==> src/rtl/raisin64_mem_pkg.sv <==
// Shared constants for the Raisin64 memory path: access width encoding and the
// arbiter state encoding (also used by bus models).
package raisin64_mem_pkg;

    localparam logic [1:0] W_BYTE  = 2'b00;
    localparam logic [1:0] W_HALF  = 2'b01;
    localparam logic [1:0] W_WORD  = 2'b10;
    localparam logic [1:0] W_DWORD = 2'b11;

    typedef logic [1:0] arb_state_t;

    localparam arb_state_t StIdle   = 2'd0;
    localparam arb_state_t StIfetch = 2'd1;
    localparam arb_state_t StDread  = 2'd2;
    localparam arb_state_t StDwrite = 2'd3;

endpackage

==> src/rtl/mem_bus_arbiter.sv <==
// Shares one external memory bus between instruction fetch and the load/store unit:
// one transaction at a time, round-robin on contention, optional ack timeout.
module mem_bus_arbiter
    import raisin64_mem_pkg::*;
#(
    parameter int unsigned BUS_TIMEOUT = 0
) (
    input  logic        clk,
    input  logic        rst_n,

    input  logic [63:0] imem_addr,
    input  logic        imem_addr_valid,
    output logic [63:0] imem_data,
    output logic        imem_data_valid,

    input  logic [63:0] dmem_addr,
    input  logic [63:0] dmem_dout,
    input  logic [1:0]  dmem_write_width,
    input  logic        dmem_rstrobe,
    input  logic        dmem_wstrobe,
    output logic [63:0] dmem_din,
    output logic        dmem_cycle_complete,

    output logic [63:0] bus_addr,
    output logic [63:0] bus_wdata,
    output logic [1:0]  bus_width,
    output logic        bus_req,
    output logic        bus_we,
    input  logic [63:0] bus_rdata,
    input  logic        bus_ack,
    output logic        bus_error
);

    arb_state_t  state_q, state_d;
    logic        last_dmem_q, last_dmem_d;
    logic        dpend_q, dpend_d;
    logic [63:0] dreq_addr_q, dreq_addr_d;
    logic [63:0] dreq_data_q, dreq_data_d;
    logic [1:0]  dreq_width_q, dreq_width_d;
    logic        dreq_we_q, dreq_we_d;
    logic [63:0] fetch_tag_q, fetch_tag_d;
    logic [31:0] tmo_cnt_q, tmo_cnt_d;

    logic [63:0] imem_data_q, imem_data_d;
    logic        imem_data_valid_q, imem_data_valid_d;
    logic [63:0] dmem_din_q, dmem_din_d;
    logic        dmem_cycle_complete_q, dmem_cycle_complete_d;
    logic [63:0] bus_addr_q, bus_addr_d;
    logic [63:0] bus_wdata_q, bus_wdata_d;
    logic [1:0]  bus_width_q, bus_width_d;
    logic        bus_req_q, bus_req_d;
    logic        bus_we_q, bus_we_d;
    logic        bus_error_q, bus_error_d;

    logic        timed_out;
    logic        done;
    logic [63:0] resp_data;
    logic        grant_dmem;
    logic        grant_imem;

    assign timed_out = (BUS_TIMEOUT != 0) && (tmo_cnt_q == BUS_TIMEOUT);
    assign done      = bus_ack || timed_out;
    // A timed-out transaction completes with zero read data.
    assign resp_data = bus_ack ? bus_rdata : '0;

    // Round-robin: on a tie the requester not served last wins.
    assign grant_dmem = dpend_q && (!imem_addr_valid || !last_dmem_q);
    assign grant_imem = imem_addr_valid && !grant_dmem;

    always_comb begin
        state_d               = state_q;
        last_dmem_d           = last_dmem_q;
        dpend_d               = dpend_q;
        dreq_addr_d           = dreq_addr_q;
        dreq_data_d           = dreq_data_q;
        dreq_width_d          = dreq_width_q;
        dreq_we_d             = dreq_we_q;
        fetch_tag_d           = fetch_tag_q;
        tmo_cnt_d             = tmo_cnt_q;
        imem_data_d           = imem_data_q;
        imem_data_valid_d     = 1'b0;
        dmem_din_d            = dmem_din_q;
        dmem_cycle_complete_d = 1'b0;
        bus_addr_d            = bus_addr_q;
        bus_wdata_d           = bus_wdata_q;
        bus_width_d           = bus_width_q;
        bus_req_d             = bus_req_q;
        bus_we_d              = bus_we_q;
        bus_error_d           = bus_error_q;

        // Strobes are one-cycle pulses; capture them unless a request is already owned.
        if (!dpend_q && (dmem_rstrobe || dmem_wstrobe)) begin
            dpend_d      = 1'b1;
            dreq_addr_d  = dmem_addr;
            dreq_data_d  = dmem_dout;
            dreq_width_d = dmem_write_width;
            dreq_we_d    = dmem_wstrobe;
        end

        unique case (state_q)
            StIdle: begin
                if (grant_dmem) begin
                    state_d     = dreq_we_q ? StDwrite : StDread;
                    bus_addr_d  = dreq_addr_q;
                    bus_wdata_d = dreq_data_q;
                    bus_width_d = dreq_width_q;
                    bus_we_d    = dreq_we_q;
                    bus_req_d   = 1'b1;
                    last_dmem_d = 1'b1;
                    tmo_cnt_d   = '0;
                end else if (grant_imem) begin
                    state_d     = StIfetch;
                    bus_addr_d  = imem_addr;
                    bus_wdata_d = '0;
                    bus_width_d = W_DWORD;
                    bus_we_d    = 1'b0;
                    bus_req_d   = 1'b1;
                    last_dmem_d = 1'b0;
                    fetch_tag_d = imem_addr;
                    tmo_cnt_d   = '0;
                end
            end
            StIfetch: begin
                if (done) begin
                    imem_data_d = resp_data;
                    // Drop the response if the core jumped away while it was in flight.
                    imem_data_valid_d = imem_addr_valid && (imem_addr == fetch_tag_q);
                end
            end
            StDread: begin
                if (done) begin
                    dmem_din_d            = resp_data;
                    dmem_cycle_complete_d = 1'b1;
                    dpend_d               = 1'b0;
                end
            end
            StDwrite: begin
                if (done) begin
                    dmem_cycle_complete_d = 1'b1;
                    dpend_d               = 1'b0;
                end
            end
        endcase

        if (state_q != StIdle) begin
            if (done) begin
                state_d   = StIdle;
                bus_req_d = 1'b0;
                tmo_cnt_d = '0;
                if (timed_out && !bus_ack) begin
                    bus_error_d = 1'b1;
                end
            end else if (BUS_TIMEOUT != 0) begin
                tmo_cnt_d = tmo_cnt_q + 32'd1;
            end
        end
    end

    always_ff @(posedge clk or negedge rst_n) begin
        if (!rst_n) begin
            state_q               <= StIdle;
            last_dmem_q           <= 1'b0;
            dpend_q               <= 1'b0;
            dreq_addr_q           <= '0;
            dreq_data_q           <= '0;
            dreq_width_q          <= '0;
            dreq_we_q             <= 1'b0;
            fetch_tag_q           <= '0;
            tmo_cnt_q             <= '0;
            imem_data_q           <= '0;
            imem_data_valid_q     <= 1'b0;
            dmem_din_q            <= '0;
            dmem_cycle_complete_q <= 1'b0;
            bus_addr_q            <= '0;
            bus_wdata_q           <= '0;
            bus_width_q           <= '0;
            bus_req_q             <= 1'b0;
            bus_we_q              <= 1'b0;
            bus_error_q           <= 1'b0;
        end else begin
            state_q               <= state_d;
            last_dmem_q           <= last_dmem_d;
            dpend_q               <= dpend_d;
            dreq_addr_q           <= dreq_addr_d;
            dreq_data_q           <= dreq_data_d;
            dreq_width_q          <= dreq_width_d;
            dreq_we_q             <= dreq_we_d;
            fetch_tag_q           <= fetch_tag_d;
            tmo_cnt_q             <= tmo_cnt_d;
            imem_data_q           <= imem_data_d;
            imem_data_valid_q     <= imem_data_valid_d;
            dmem_din_q            <= dmem_din_d;
            dmem_cycle_complete_q <= dmem_cycle_complete_d;
            bus_addr_q            <= bus_addr_d;
            bus_wdata_q           <= bus_wdata_d;
            bus_width_q           <= bus_width_d;
            bus_req_q             <= bus_req_d;
            bus_we_q              <= bus_we_d;
            bus_error_q           <= bus_error_d;
        end
    end

    assign imem_data           = imem_data_q;
    assign imem_data_valid     = imem_data_valid_q;
    assign dmem_din            = dmem_din_q;
    assign dmem_cycle_complete = dmem_cycle_complete_q;
    assign bus_addr            = bus_addr_q;
    assign bus_wdata           = bus_wdata_q;
    assign bus_width           = bus_width_q;
    assign bus_req             = bus_req_q;
    assign bus_we              = bus_we_q;
    assign bus_error           = bus_error_q;

endmodule

==> config.mk <==
export PLATFORM = sky130hd
export DESIGN_NAME = mem_bus_arbiter
export DESIGN_NICKNAME = d
export VERILOG_FILES = /design/src/rtl/raisin64_mem_pkg.sv /design/src/rtl/mem_bus_arbiter.sv
export SDC_FILE = /design/constraint.sdc
export NUM_CORES = 1
export LEC_CHECK = 0
export BUFFER_PORTS_ARGS = -buffer_cell sky130_fd_sc_hd__buf_2
export CAP_MARGIN = 30
export CORE_ASPECT_RATIO = 0.8
export CORE_MARGIN = 5
export CORE_UTILIZATION = 25
export DETAILED_ROUTE_END_ITERATION = 10
export SETUP_SLACK_MARGIN = 0.15
export SLEW_MARGIN = 10
export SYNTH_ARGS = -nofsm -noshare
export SYNTH_HDL_FRONTEND = slang
export SYNTH_SLANG_ARGS = --single-unit
==> constraint.sdc <==
create_clock -name clk -period 2.05 [get_ports clk]
set_clock_uncertainty 0.15 [all_clocks]
set_input_delay 0.1025 -clock clk [delete_from_list [all_inputs] [get_ports clk]]
set_output_delay 0.1025 -clock clk [all_outputs]
set_load 0.02 [all_outputs]
## Word-level counts from Yosys, hierarchy flattened

Cells that the tools add are included.

| operators by class | value |
|---|---|
| add/subtract/negate cells | 0 |
| $mul | 0 |
| divide/modulo/power cells | 0 |
| $lt $le $gt $ge | 0 |
| eq/ne operators | 4 |
| shifts and indexed selects | 0 |
| multiplexer cells | 27 |
| bitwise logic cells | 1 |
| reductions and logical operators | 18 |

Operators by type and width:

| kind | number |
|---|---|
| $mux W64 | 4 |
| $eq A64 B64 Y1 | 1 |
| $mux W1 | 16 |
| $mux W2 | 7 |
| $reduce_and A2 Y1 | 3 |
| $eq A2 B2 Y1 const B | 2 |
| $logic_and A1 B1 Y1 | 4 |
| $logic_not A1 Y1 | 4 |
| $reduce_bool A2 Y1 | 2 |
| $reduce_and A3 Y1 | 1 |
| $eq A2 B1 Y1 const B | 1 |
| $logic_not A2 Y1 | 1 |
| $logic_or A1 B1 Y1 | 2 |
| $reduce_or A2 Y1 | 1 |
| $not A1 Y1 | 1 |

| word-level totals | value |
|---|---|
| register bits after elaboration | 461 |
| bits in latches | 0 |
| RAM bits | 0 |
| ROM bits | 0 |
| output and inout port bits | 263 |
| memories kept | 0 |

## Depth between registers and ports, before layout

Gate-level depths: netlist of the first run.

| depth | value |
|---|---|
| depth after elaboration | 10 |
| mapped depth | 7 |
| mapped depth without buffers | 5 |

## Worst setup path before layout of the first run

No wires, ideal clock.

| path | value |
|---|---|
| kind | register to register |
| start | register fetch_tag_q[57] |
| end | register imem_data_valid_q (netlist: imem_data_valid) |
| library setup time | 96 ps |
| arrival | 1643 ps |
| setup slack | 161 ps |
| cell stages (with the launch flop) | 5 |
| clock period less this slack | 1889 ps |
| cells stage by stage | dfrtp_1 > xor2_1 > or4_1 > or4_1 > nor4_2 |

| on the way | value |
|---|---|
| cells in the longest elaborated chain, start to end | 4 |

RTL lines:

| item | line | source |
|---|---|---|
| start: declaration | mem_bus_arbiter.sv:41 | `logic [63:0] fetch_tag_q, fetch_tag_d;` |
| start signal: assignment | mem_bus_arbiter.sv:188 | `fetch_tag_q <= fetch_tag_d;` |
| $eq A64 B64 Y1 | mem_bus_arbiter.sv:127 | `imem_data_valid_d = imem_addr_valid && (imem_addr == fetch_tag_q);` |
| $logic_and A1 B1 Y1 | mem_bus_arbiter.sv:127 |  |
| $mux W1 | mem_bus_arbiter.sv:124 | `if (done) begin` |
| $mux W1 | mem_bus_arbiter.sv:100 | `unique case (state_q)` |
| via imem_data_valid_d | mem_bus_arbiter.sv:45 | `logic imem_data_valid_q, imem_data_valid_d;` |
| end signal: assignment | mem_bus_arbiter.sv:191 | `imem_data_valid_q <= imem_data_valid_d;` |
| end: declaration | mem_bus_arbiter.sv:45 |  |

The timed path passes the listed nets, and every way through them passes these cells.
A chain may end at the register's enable or synchronous reset.

## Final worst setup path of the first run

| path | value |
|---|---|
| start | register state_q[1] |
| end | register imem_data_valid_q (netlist: imem_data_valid) |

| on the way | value |
|---|---|
| cells in the longest elaborated chain, start to end | 2 |

RTL lines:

| item | line | source |
|---|---|---|
| start: declaration | mem_bus_arbiter.sv:34 | `arb_state_t state_q, state_d;` |
| start signal: assignment | mem_bus_arbiter.sv:161 | `state_q <= StIdle;` |
| start signal: assignment | mem_bus_arbiter.sv:181 | `state_q <= state_d;` |
| $eq A2 B1 Y1 | mem_bus_arbiter.sv:100 |  |
| $mux W1 | mem_bus_arbiter.sv:100 |  |
| via imem_data_valid_d | mem_bus_arbiter.sv:45 |  |

The timed path passes the listed nets, and every way through them passes these cells.

==> results of run 1 <==
[cell type report]
| type | instances | area, sq um | area share [%] |
|---|---|---|---|
| Timing Repair Buffer | 849 | 6090 | 22.7 |
| Clock buffer | 70 | 1430 | 5.33 |
| Multi-Input combinational cell | 710 | 6310 | 23.5 |
| Sequential cell | 461 | 11500 | 43.0 |
| Clock inverter | 20 | 206 | 0.770 |
| Tap cell | 945 | 1180 | 4.41 |
| Antenna cell | 1 | 2.50 | 0.00934 |
| Inverter | 12 | 45.0 | 0.168 |
[state kept, by name, indices dropped and copies added, names as in the netlist]
signal / count
bus_addr: 64
bus_req: 1
bus_wdata: 64
bus_we: 1
bus_width: 2
dmem_cycle_complete: 1
dmem_din: 64
dpend_q: 1
dreq_addr_q: 64
dreq_data_q: 64
dreq_we_q: 1
dreq_width_q: 2
fetch_tag_q: 64
imem_data: 64
imem_data_valid: 1
last_dmem_q: 1
state_q: 2
[placed cells by master, fill, tap and decap left out, types with 11 or more instances in the layout]
cell type      Yosys  layout
mux2i_1           55      55
nor2_1            12      11
o21ai_0           76      74
buf_4              1      31
mux2_2           314     314
clkbuf_1          24      11
inv_1             12      11
dlygate4sd3_1      0     264
dfrtp_1          461     461
clkbuf_16          0      55
a22o_1            65      65
buf_2             37     524
xnor2_1           27      26
nand2_1           80      80
xor2_1            28      28
buf_12             0      21
[cell usage after synthesis (2+ instances only)]
library cell | n | area share (%)
o22ai_1 | 3 | 0.10
nor2_1 | 12 | 0.25
nand4_1 | 9 | 0.31
buf_1 | 11 | 0.23
mux2_2 | 314 | 20
nand2_1 | 80 | 1.7
nor4_1 | 6 | 0.21
nor3_1 | 2 | 0.055
buf_2 | 37 | 1.0
o22a_1 | 2 | 0.097
clkbuf_1 | 24 | 0.50
o21a_1 | 2 | 0.083
dfrtp_1 | 461 | 64
xnor2_1 | 27 | 1.3
xor2_1 | 28 | 1.4
o21ai_0 | 76 | 2.1
inv_1 | 12 | 0.25
and2_1 | 2 | 0.069
mux2i_1 | 55 | 3.0
a22o_1 | 65 | 3.1
or4_1 | 2 | 0.083
a21oi_1 | 10 | 0.28
nand3_1 | 2 | 0.055
nand2b_1 | 2 | 0.069
[power by group through the flow]
stage,Sequential (mW),Clock [mW],Combinational (mW)
6_report,16.1,8.99,17.4
5_1_grt,16.6,9.61,18.7
4_1_cts,16.0,9.27,17.0
3_5_place_dp,16.1,0,16.5
3_3_place_gp,15.9,0,16.2
2_1_floorplan,18.8,0,7.55
[kinds of logic (layout without fill, tap and decap cells)]
| family | count (synthesis) | after routing | share of synthesized area (%) |
|---|---|---|---|
| and+or+nand+nor | 120 | 120 | 2.90 |
| buffers and inverters | 85 | 951 | 2.04 |
| muxes | 369 | 369 | 22.6 |
| DFF | 461 | 461 | 63.7 |
| AOI/OAI and AO/OA | 165 | 165 | 6.12 |
| xor gates and xnor gates | 55 | 55 | 2.66 |
| other | 1 | 2 | 0.0207 |
[metal layers]
metal  up-vias  wire, microns
met2       413          28100
li1       6103              -
met3       133           3590
met5         -             50
met4        10           1960
met1      6898          25700
[timing repair]
action,4_1_cts,5_1_grt
pin swaps,1,4
cloned,0,6
setup endpoints to repair,4,103
hold buffers,265,0
hold endpoints to repair,856,0
gates resized for setup,3,19
buffers inserted,0,9
[metrics by stage]
step / util, % / cells / power (mW)
3_5_place_dp: 30.9 / 2697 / 32.7
4_1_cts: 36.9 / 3052 / 42.3
2_1_floorplan: - / 1256 / 26.3
3_3_place_gp: 30.9 / 2697 / 32.1
5_1_grt: 37.2 / 3067 / 45.0
6_report: 37.2 / 3068 / 42.5
[how the worst min path moves through the flow]
stage,endpoint,slack [ps],start,cells after the start
2_1_floorplan,bus_addr[0],-340,rst_n,0
6_report,imem_data_valid,40,imem_addr[57],5
3_5_place_dp,dreq_addr_q[18],-80,rst_n,1
5_1_grt,imem_data_valid,60,imem_addr[57],5
3_3_place_gp,dreq_addr_q[18],-80,rst_n,1
4_1_cts,imem_data_valid,-10,imem_addr[57],5
[critical path: stages, from the launching register on]
cell and delay (ps):
dfrtp_1 390, inv_2 80, nand3_4 70, or4_4 540, or4_4 510, nor4_4 150
==> out/qor.txt, run 1 <==
post-route minimum period -> 1980 ps
Critical Path End Type -> flip-flop
grt met3 use -> 3.98%
Worst EP required -> 2390 ps
wire per inst -> 19.4 microns
# DRC -> 0
Least-Margin Pin Slew -> 568 ps
Setup WS pre-CTS -> -27.1 ps
Tightest Hold Check Type -> in -> reg
Mapped Area -> 0.0181 sq mm
Syn Area/Cell -> 14.4 sq um
Yosys reg bits -> 461
Final Slew Violations -> 0
Routed Antenna Nets -> 0
layout cell share with drive strength beyond 1 -> 46.7%
die footprint -> 0.0780 sq mm
EDFF count, synth -> 0
DP HPWL -> 39.8 mm
gr busiest metal -> met2
r2r setup slk -> 70 ps
Tcrit/Tclk final -> 96.7%
critical path data arrival time -> 2330 ps
CP startpoint -> state_q[1]
fraction of registers with async set/reset -> 100%
Switch Pwr -> 15.8 mW
number of nets in the layout -> 2348
Reg2Reg Capture Point -> imem_data_valid
final wirelength -> 59.4 mm
final worst slack -> 66.7 ps
clock share of power -> 21.2%
gr ovfl total -> 0
Max Fclk -> 0.504 GHz
TNS Setup -> 0 ps
syn nets -> 1520
Comb power frac -> 41.0%
TritonCTS clock tree -> built
clk sink count -> 461
Post-synth top flop -> dfrtp_1
port buffer count -> 525
placed cell area -> 0.0222 sq mm
total CTS buffers -> 50
Cell Rows -> 88
max cap viols -> 0
Initial Util -> 25.2%
Pwr per Cell Area -> 1590 mW/mm^2
Fin. Hold Viols -> 0
GRT met1 Usage -> 18.6%
first-pass GRT wire length -> 89.4 mm
maximum resistive drop on vdd -> 0.000936 V
number of DRC markers in iteration 0 -> 582
core footprint -> 0.0720 sq mm
WHS -> 43.9 ps
Setup Crit Path Kind -> reg -> reg
GPL Wtd Cong -> 0.814
reg2reg start -> state_q[1]
H-tree Lvls -> 2
# IOs -> 527
Die Ht -> 251 microns
post-synthesis sequential area ratio -> 63.7%
yosys warns -> 0
RSZ-0062 raised after global routing -> yes
crit path launch type -> flip-flop
Reg2Reg Depth -> 5
DR vias/cell -> 4.42
Netlist cell types -> 36
Flop pwr share -> 37.8%
Leak -> 12.7 nW
Net Sw Frac -> 37.3%
CTS clk-pin slew, worst paths -> 70 ps
clk buf depth -> 3
fill cell total of the finished layout -> 6847
Mapped Cells -> 1256
Area Overhead vs Synth -> 48.0%
initial antenna violation count -> 7
number of global-route vias before repair -> 15.0k
met2 usage -> 23.6%
clock root cell -> clkbuf_16
via count -> 13.6k
First-pass DRT Iterations -> 4
setup violators final -> 0
Max-slew headroom -> 61.2%
Pint -> 26.7 mW
Worst-Skew Late Latency -> 590 ps
Setup crit end -> imem_data_valid
Final Cell Area -> 0.0268 sq mm
Die Wd -> 311 microns
status -> complete, no violations
pin count of the biggest net entering global routing -> 99
All-Layer GR Usage -> 14.4%
Max FO, Critical Path -> 2
Note: power is estimated with default switching activity, not from simulation.
==> inputs of run 2 (changes only) <==
ABC_AREA = 1   (was default)
==> out/qor.txt, run 2 <==
Worst EP required -> 2410 ps (was 2390 ps)
most frequent cells in the layout -> 671 x nand2_1, 525 x buf_2, 461 x dfrtp_1, 395 x o21ai_0, 269 x dlygate4sd3_1 (was 524 x buf_2, 461 x dfrtp_1, 314 x mux2_2, 264 x dlygate4sd3_1, 80 x nand2_1)
clock share of power -> 23.4% (was 21.2%)
Tcrit/Tclk final -> 89.1% (was 96.7%)
Switch Pwr -> 16.1 mW (was 15.8 mW)
Die Wd -> 314 microns (was 311 microns)
Flop pwr share -> 38.3% (was 37.8%)
Synth area leader -> dfrtp_1 (unchanged)
Max-slew headroom -> 60.5% (was 61.2%)
fill cell total of the finished layout -> 7367 (was 6847)
storage element area -> 0.0115 sq mm (unchanged)
Critical Path End Type -> flip-flop (unchanged)
EDFF count, synth -> 0 (unchanged)
TNS Setup -> 0 ps (unchanged)
DR vias/cell -> 4.23 (was 4.42)
Pwr per Cell Area -> 1480 mW/mm^2 (was 1590 mW/mm^2)
Pint -> 24.1 mW (was 26.7 mW)
layout cell share with drive strength beyond 1 -> 23.3% (was 46.7%)
Leak -> 13.8 nW (was 12.7 nW)
CTS clk-pin slew, worst paths -> 60 ps (was 70 ps)
Layout Cells excl Fill -> 3915 (was 3068)
Setup WS pre-CTS -> 52.1 ps (was -27.1 ps)
most common cell after layout, fill and taps aside -> nand2_1 (was buf_2)
top-area cell type share of the netlist area -> 62.2% (was 63.7%)
final wirelength -> 65.0 mm (was 59.4 mm)
Yosys reg bits -> 461 (unchanged)
# DRC -> 0 (unchanged)
critical path data arrival time -> 2190 ps (was 2330 ps)
gr ovfl total -> 0 (unchanged)
clk buf depth -> 3 (unchanged)
placed cell area -> 0.0227 sq mm (was 0.0222 sq mm)
Area Overhead vs Synth -> 46.1% (was 48.0%)
Worst-Skew Late Latency -> 590 ps (about the same)
Initial Util -> 25.2% (about the same)
TritonCTS clock tree -> built (unchanged)
yosys warns -> 0 (unchanged)
Post-synth top flop -> dfrtp_1 (unchanged)
Mapped Area -> 0.0185 sq mm (was 0.0181 sq mm)
status -> complete, no violations (unchanged)
Tightest Hold Check Type -> in -> async (was in -> reg)
crit path launch type -> flip-flop (unchanged)
Cell Rows -> 89 (was 88)
number of nets in the layout -> 3131 (was 2348)
port buffer count -> 525 (unchanged)
post-synthesis sequential area ratio -> 62.2% (was 63.7%)
die footprint -> 0.0797 sq mm (was 0.0780 sq mm)
setup violators final -> 0 (unchanged)
Final Slew Violations -> 0 (unchanged)
Least-Margin Pin Slew -> 593 ps (was 568 ps)
syn nets -> 2336 (was 1520)
DP HPWL -> 46.1 mm (was 39.8 mm)
Multi-input gate area -> 0.00573 sq mm (was 0.00631 sq mm)
Routed Antenna Nets -> 0 (unchanged)
initial antenna violation count -> 16 (was 7)
Mapped Cells -> 2072 (was 1256)
Setup Crit Path Kind -> reg -> reg (unchanged)
Net Sw Frac -> 40.1% (was 37.3%)
All-Layer GR Usage -> 15.8% (was 14.4%)
Syn Area/Cell -> 8.95 sq um (was 14.4 sq um)
First-pass DRT Iterations -> 5 (was 4)
clk sink count -> 461 (unchanged)
GPL Wtd Cong -> 0.807 (was 0.814)
RSZ-0062 raised after global routing -> yes (unchanged)
Max Fclk -> 0.547 GHz (was 0.504 GHz)
H-tree Lvls -> 2 (unchanged)
post-route minimum period -> 1830 ps (was 1980 ps)
number of global-route vias before repair -> 16.7k (was 15.0k)
pin count of the biggest net entering global routing -> 105 (was 99)
wire per inst -> 16.6 microns (was 19.4 microns)
core footprint -> 0.0736 sq mm (was 0.0720 sq mm)
max cap viols -> 0 (unchanged)
total CTS buffers -> 50 (unchanged)
final worst slack -> 222 ps (was 66.7 ps)
most instantiated cells after synthesis -> 672 x nand2_1, 461 x dfrtp_1, 395 x o21ai_0 (was 461 x dfrtp_1, 314 x mux2_2, 80 x nand2_1)
Netlist cell types -> 27 (was 36)
maximum resistive drop on vdd -> 0.00104 V (was 0.000936 V)
Final Cell Area -> 0.0271 sq mm (was 0.0268 sq mm)
Fin. Hold Viols -> 0 (unchanged)
via count -> 16.5k (was 13.6k)
top-count cell post-synth -> nand2_1 (was dfrtp_1)
main area contributors after synthesis -> dfrtp_1 62%, nand2_1 14%, o21ai_0 11%, inv_1 4.3%, nor2_1 2.1% (was dfrtp_1 64%, mux2_2 20%, a22o_1 3.1%, mux2i_1 3.0%, o21ai_0 2.1%)
number of DRC markers in iteration 0 -> 1182 (was 582)
Die Ht -> 254 microns (was 251 microns)
Comb power frac -> 38.3% (was 41.0%)
dpl cells -> 3545 (was 2697)
first-pass GRT wire length -> 98.6 mm (was 89.4 mm)
Max FO, Critical Path -> 24 (was 2)
clock root cell -> clkbuf_16 (unchanged)
fraction of registers with async set/reset -> 100% (unchanged)
# IOs -> 527 (unchanged)
-- run 2: cell types whose count changed after synthesis, moves of 43 or more --
cell     before  now
a22o_1       65    0
inv_1        12  214
mux2_2      314    0
mux2i_1      55    0
nand2_1      80  672
nor2_1       12  103
o21ai_0      76  395
o21ai_1       0   43
-- run 2: repair_timing --
item | 4_1_cts | 5_1_grt
setup endpoints to repair | 57 | 67
hold endpoints to repair | 858 | 0
gates resized for setup | 3 | 2
setup buffers | 0 | 1
hold buffers | 270 | 0
-- run 2: area by class of cell --
class	instances	share of cell area [%]
clock buffer	73	5.38
antenna	8	0.0739
sequential	461	42.6
multi-input combinational	1285	21.2
inverter	216	3.01
tap	1001	4.62
clock inverter	18	0.868
timing repair buffer	853	22.3
-- run 2: layer usage --
metal,up-vias,GRT usage [%],wire length [microns]
li1,8080,-,-
met1,7826,20.6,28200
met2,514,25.0,29400
met3,115,5.54,5730
met4,12,4.39,1590
met5,-,0,77
-- run 2: cells by family (layout without fill, tap and decap cells) --
family	Yosys count	in the layout	synth area share [%]
compound gates	456	456	12.4
simple gates	788	788	16.1
buf+inv	326	1160	7.07
flops	461	461	62.2
mux	20	20	1.21
xor+xnor	20	20	0.945
other cells	1	9	0.0202
-- run 2: worst paths after layout --
| check | start | cells after the start | to | slack [ps] |
|---|---|---|---|---|
| setup / recovery | dpend_q | 5 | dreq_data_q[62] | 220 |
| hold / removal | rst_n | 3 | bus_wdata[40] | 20 |
| setup reg to reg | dpend_q | 5 | dreq_data_q[62] | 220 |
| hold reg to reg | dreq_addr_q[21] | 2 | dreq_addr_q[21] | 320 |
| max in group asynchronous | rst_n | 5 | imem_data[43] | 320 |
| min in group clk | dmem_dout[63] | 4 | dreq_data_q[63] | 100 |
-- run 2: through the flow --
stage	power, mW	hold slack [ps]	utilization (%)
after global placement	30.3	-168	30.8
after floorplan	24.5	-343	-
after global routing	43.1	59.6	36.8
after detailed placement	30.6	-167	30.8
final	40.2	17.3	36.8
after CTS	40.7	5.68	36.8
-- run 2: critical path: stages (launching register included) --
cell	delay [ps]
dfrtp_1	490
a21oi_4	200
buf_12	200
nand2_1	70
dlygate4sd3_1	560
o21ai_0	80
-- run 2: power by group through the flow --
stage / combinational, mW / sequential (mW) / clock (mW)
final: 15.4 / 15.4 / 9.39
after global routing: 17.3 / 15.8 / 10.0
after CTS: 15.7 / 15.4 / 9.68
after detailed placement: 15.2 / 15.4 / 0
after global placement: 14.9 / 15.4 / 0
after floorplan: 6.64 / 17.9 / 0
==> inputs of run 3 (changes only) <==
PLACE_DENSITY_LB_ADDON = 0.08   (was default)
==> out/qor.txt, run 3 (synthesized netlist as in run 2, its figures left out) <==
most common cell after layout, fill and taps aside -> nand2_1 (unchanged)
post-route minimum period -> 1750 ps (was 1830 ps)
Die Ht -> 254 microns (unchanged)
clk buf depth -> 3 (unchanged)
Reg2Reg Capture Point -> fetch_tag_q[48] (was dreq_data_q[62])
Leak -> 13.9 nW (was 13.8 nW)
Critical Path End Type -> flip-flop (unchanged)
setup violators final -> 0 (unchanged)
Routed Antenna Nets -> 0 (unchanged)
Final Slew Violations -> 0 (unchanged)
clk sink count -> 461 (unchanged)
gr ovfl total -> 0 (unchanged)
final wirelength -> 68.6 mm (was 65.0 mm)
Worst-Skew Late Latency -> 600 ps (was 590 ps)
Worst EP required -> 2370 ps (was 2410 ps)
Tcrit/Tclk final -> 85.2% (was 89.1%)
number of nets in the layout -> 3117 (was 3131)
critical path data arrival time -> 2070 ps (was 2190 ps)
Setup Crit Path Kind -> reg -> reg (unchanged)
port buffer count -> 525 (unchanged)
status -> complete, no violations (unchanged)
reg2reg start -> dpend_q (unchanged)
fill cell total of the finished layout -> 7684 (was 7367)
Hold Path Origin -> dmem_addr[39]
wire per inst -> 17.6 microns (was 16.6 microns)
Die Wd -> 314 microns (unchanged)
die footprint -> 0.0797 sq mm (unchanged)
via count -> 16.3k (was 16.5k)
H-tree Lvls -> 2 (unchanged)
initial antenna violation count -> 7 (was 16)
TNS Setup -> 0 ps (unchanged)
layout cell share with drive strength beyond 1 -> 23.3% (about the same)
WHS -> 92.8 ps (was 17.3 ps)
most frequent cells in the layout -> 671 x nand2_1, 524 x buf_2, 461 x dfrtp_1, 395 x o21ai_0, 265 x dlygate4sd3_1 (was 671 x nand2_1, 525 x buf_2, 461 x dfrtp_1, 395 x o21ai_0, 269 x dlygate4sd3_1)
DR vias/cell -> 4.17 (was 4.23)
Layout Cells excl Fill -> 3904 (was 3915)
Area Overhead vs Synth -> 46.4% (was 46.1%)
number of global-route vias before repair -> 17.2k (was 16.7k)
Max FO, Critical Path -> 56 (was 24)
Fin. Hold Viols -> 0 (unchanged)
hold-critical path depth -> 4
total CTS buffers -> 52 (was 50)
First-pass DRT Iterations -> 5 (unchanged)
Initial Util -> 25.2% (unchanged)
post-CTS setup buffers -> 0 (unchanged)
Max-slew headroom -> 66.7% (was 60.5%)
# DRC -> 0 (unchanged)
Tightest Hold Check Type -> in -> reg (was in -> async)
CTS clk-pin slew, worst paths -> 60 ps (about the same)
number of DRC markers in iteration 0 -> 966 (was 1182)
dpl cells -> 3534 (was 3545)
Setup WS pre-CTS -> 197 ps (was 52.1 ps)
pin count of the biggest net entering global routing -> 92 (was 105)
# IOs -> 527 (unchanged)
first-pass GRT wire length -> 105 mm (was 98.6 mm)
GPL Wtd Cong -> 0.791 (was 0.807)
final worst slack -> 304 ps (was 222 ps)
TritonCTS clock tree -> built (unchanged)
All-Layer GR Usage -> 16.9% (was 15.8%)
Pwr Total -> 41.0 mW (was 40.2 mW)
Reg2Reg Depth -> 4 (was 5)
RSZ-0062 raised after global routing -> yes (unchanged)
Max Fclk -> 0.573 GHz (was 0.547 GHz)
Hold Path End -> dreq_addr_q[39]
clock root cell -> clkbuf_16 (unchanged)
Cell Rows -> 89 (unchanged)
r2r setup slk -> 300 ps (was 220 ps)
crit path launch type -> flip-flop (unchanged)
DP HPWL -> 49.6 mm (was 46.1 mm)
Least-Margin Pin Slew -> 496 ps (was 593 ps)
core footprint -> 0.0736 sq mm (unchanged)
max cap viols -> 0 (unchanged)
Pwr per Cell Area -> 1510 mW/mm^2 (was 1480 mW/mm^2)
maximum resistive drop on vdd -> 0.000740 V (was 0.00104 V)
-- run 3: area by class of cell --
type | count | area [sq um] | share of cell area (%)
diodes | 6 | 15.0 | 0.0553
clock buffers | 74 | 1540 | 5.66
clock inverters | 24 | 294 | 1.08
inverters | 216 | 816 | 3.01
multi-input cells | 1285 | 5730 | 21.1
flip-flops and latches | 461 | 11500 | 42.5
well taps | 1001 | 1250 | 4.61
repair buffers | 837 | 5960 | 22.0
-- run 3: where the power goes --
part	switching, mW	total [mW]	leakage [nW]	internal (mW)
clock network	4.00	9.87	0.905	5.87
logic	10.4	15.7	7.20	5.29
registers	2.16	15.4	5.75	13.3
total	16.6	41.0	13.9	24.4
-- run 3: repair_timing --
item                                    in CTS  in global routing
gates resized for setup                      0                  5
endpoints found under the setup margin       0                 49
hold buffers                               266                  0
endpoints found under the hold margin      857                  0
-- run 3: worst max-delay path by stage --
stage | cells past startpoint | endpoint | slack, ps | from
6_report | 4 | fetch_tag_q[48] | 300 | dpend_q
5_1_grt | 5 | imem_data[9] | 130 | state_q[0]
4_1_cts | 6 | bus_addr[10] | 150 | state_q[0]
3_5_place_dp | 6 | bus_addr[0] | 200 | state_q[0]
3_3_place_gp | 6 | bus_addr[10] | 230 | state_q[0]
2_1_floorplan | 5 | bus_addr[28] | 530 | dpend_q
-- run 3: through the flow --
stage | util (%) | area (sq um)
final | 36.9 | 27100
after global routing | 36.9 | 27100
after CTS | 36.8 | 27100
after detailed placement | 30.7 | 22600
after global placement | 30.7 | 22600
after floorplan | - | 18500
-- run 3: worst max-delay path: stages, from the launching register on --
cell	delay, ps
dfrtp_1	530
nand2_4	130
nand3_4	160
buf_12	270
mux2_1	350
-- run 3: layer usage --
layer | vias to the layer above | part of all wire [%] | global-route usage (%)
li1 | 8063 | - | -
met1 | 7745 | 43 | 21.9
met2 | 364 | 49 | 28.9
met3 | 85 | 6.0 | 4.04
met4 | 4 | 2.0 | 3.88
met5 | - | 0.031 | 0
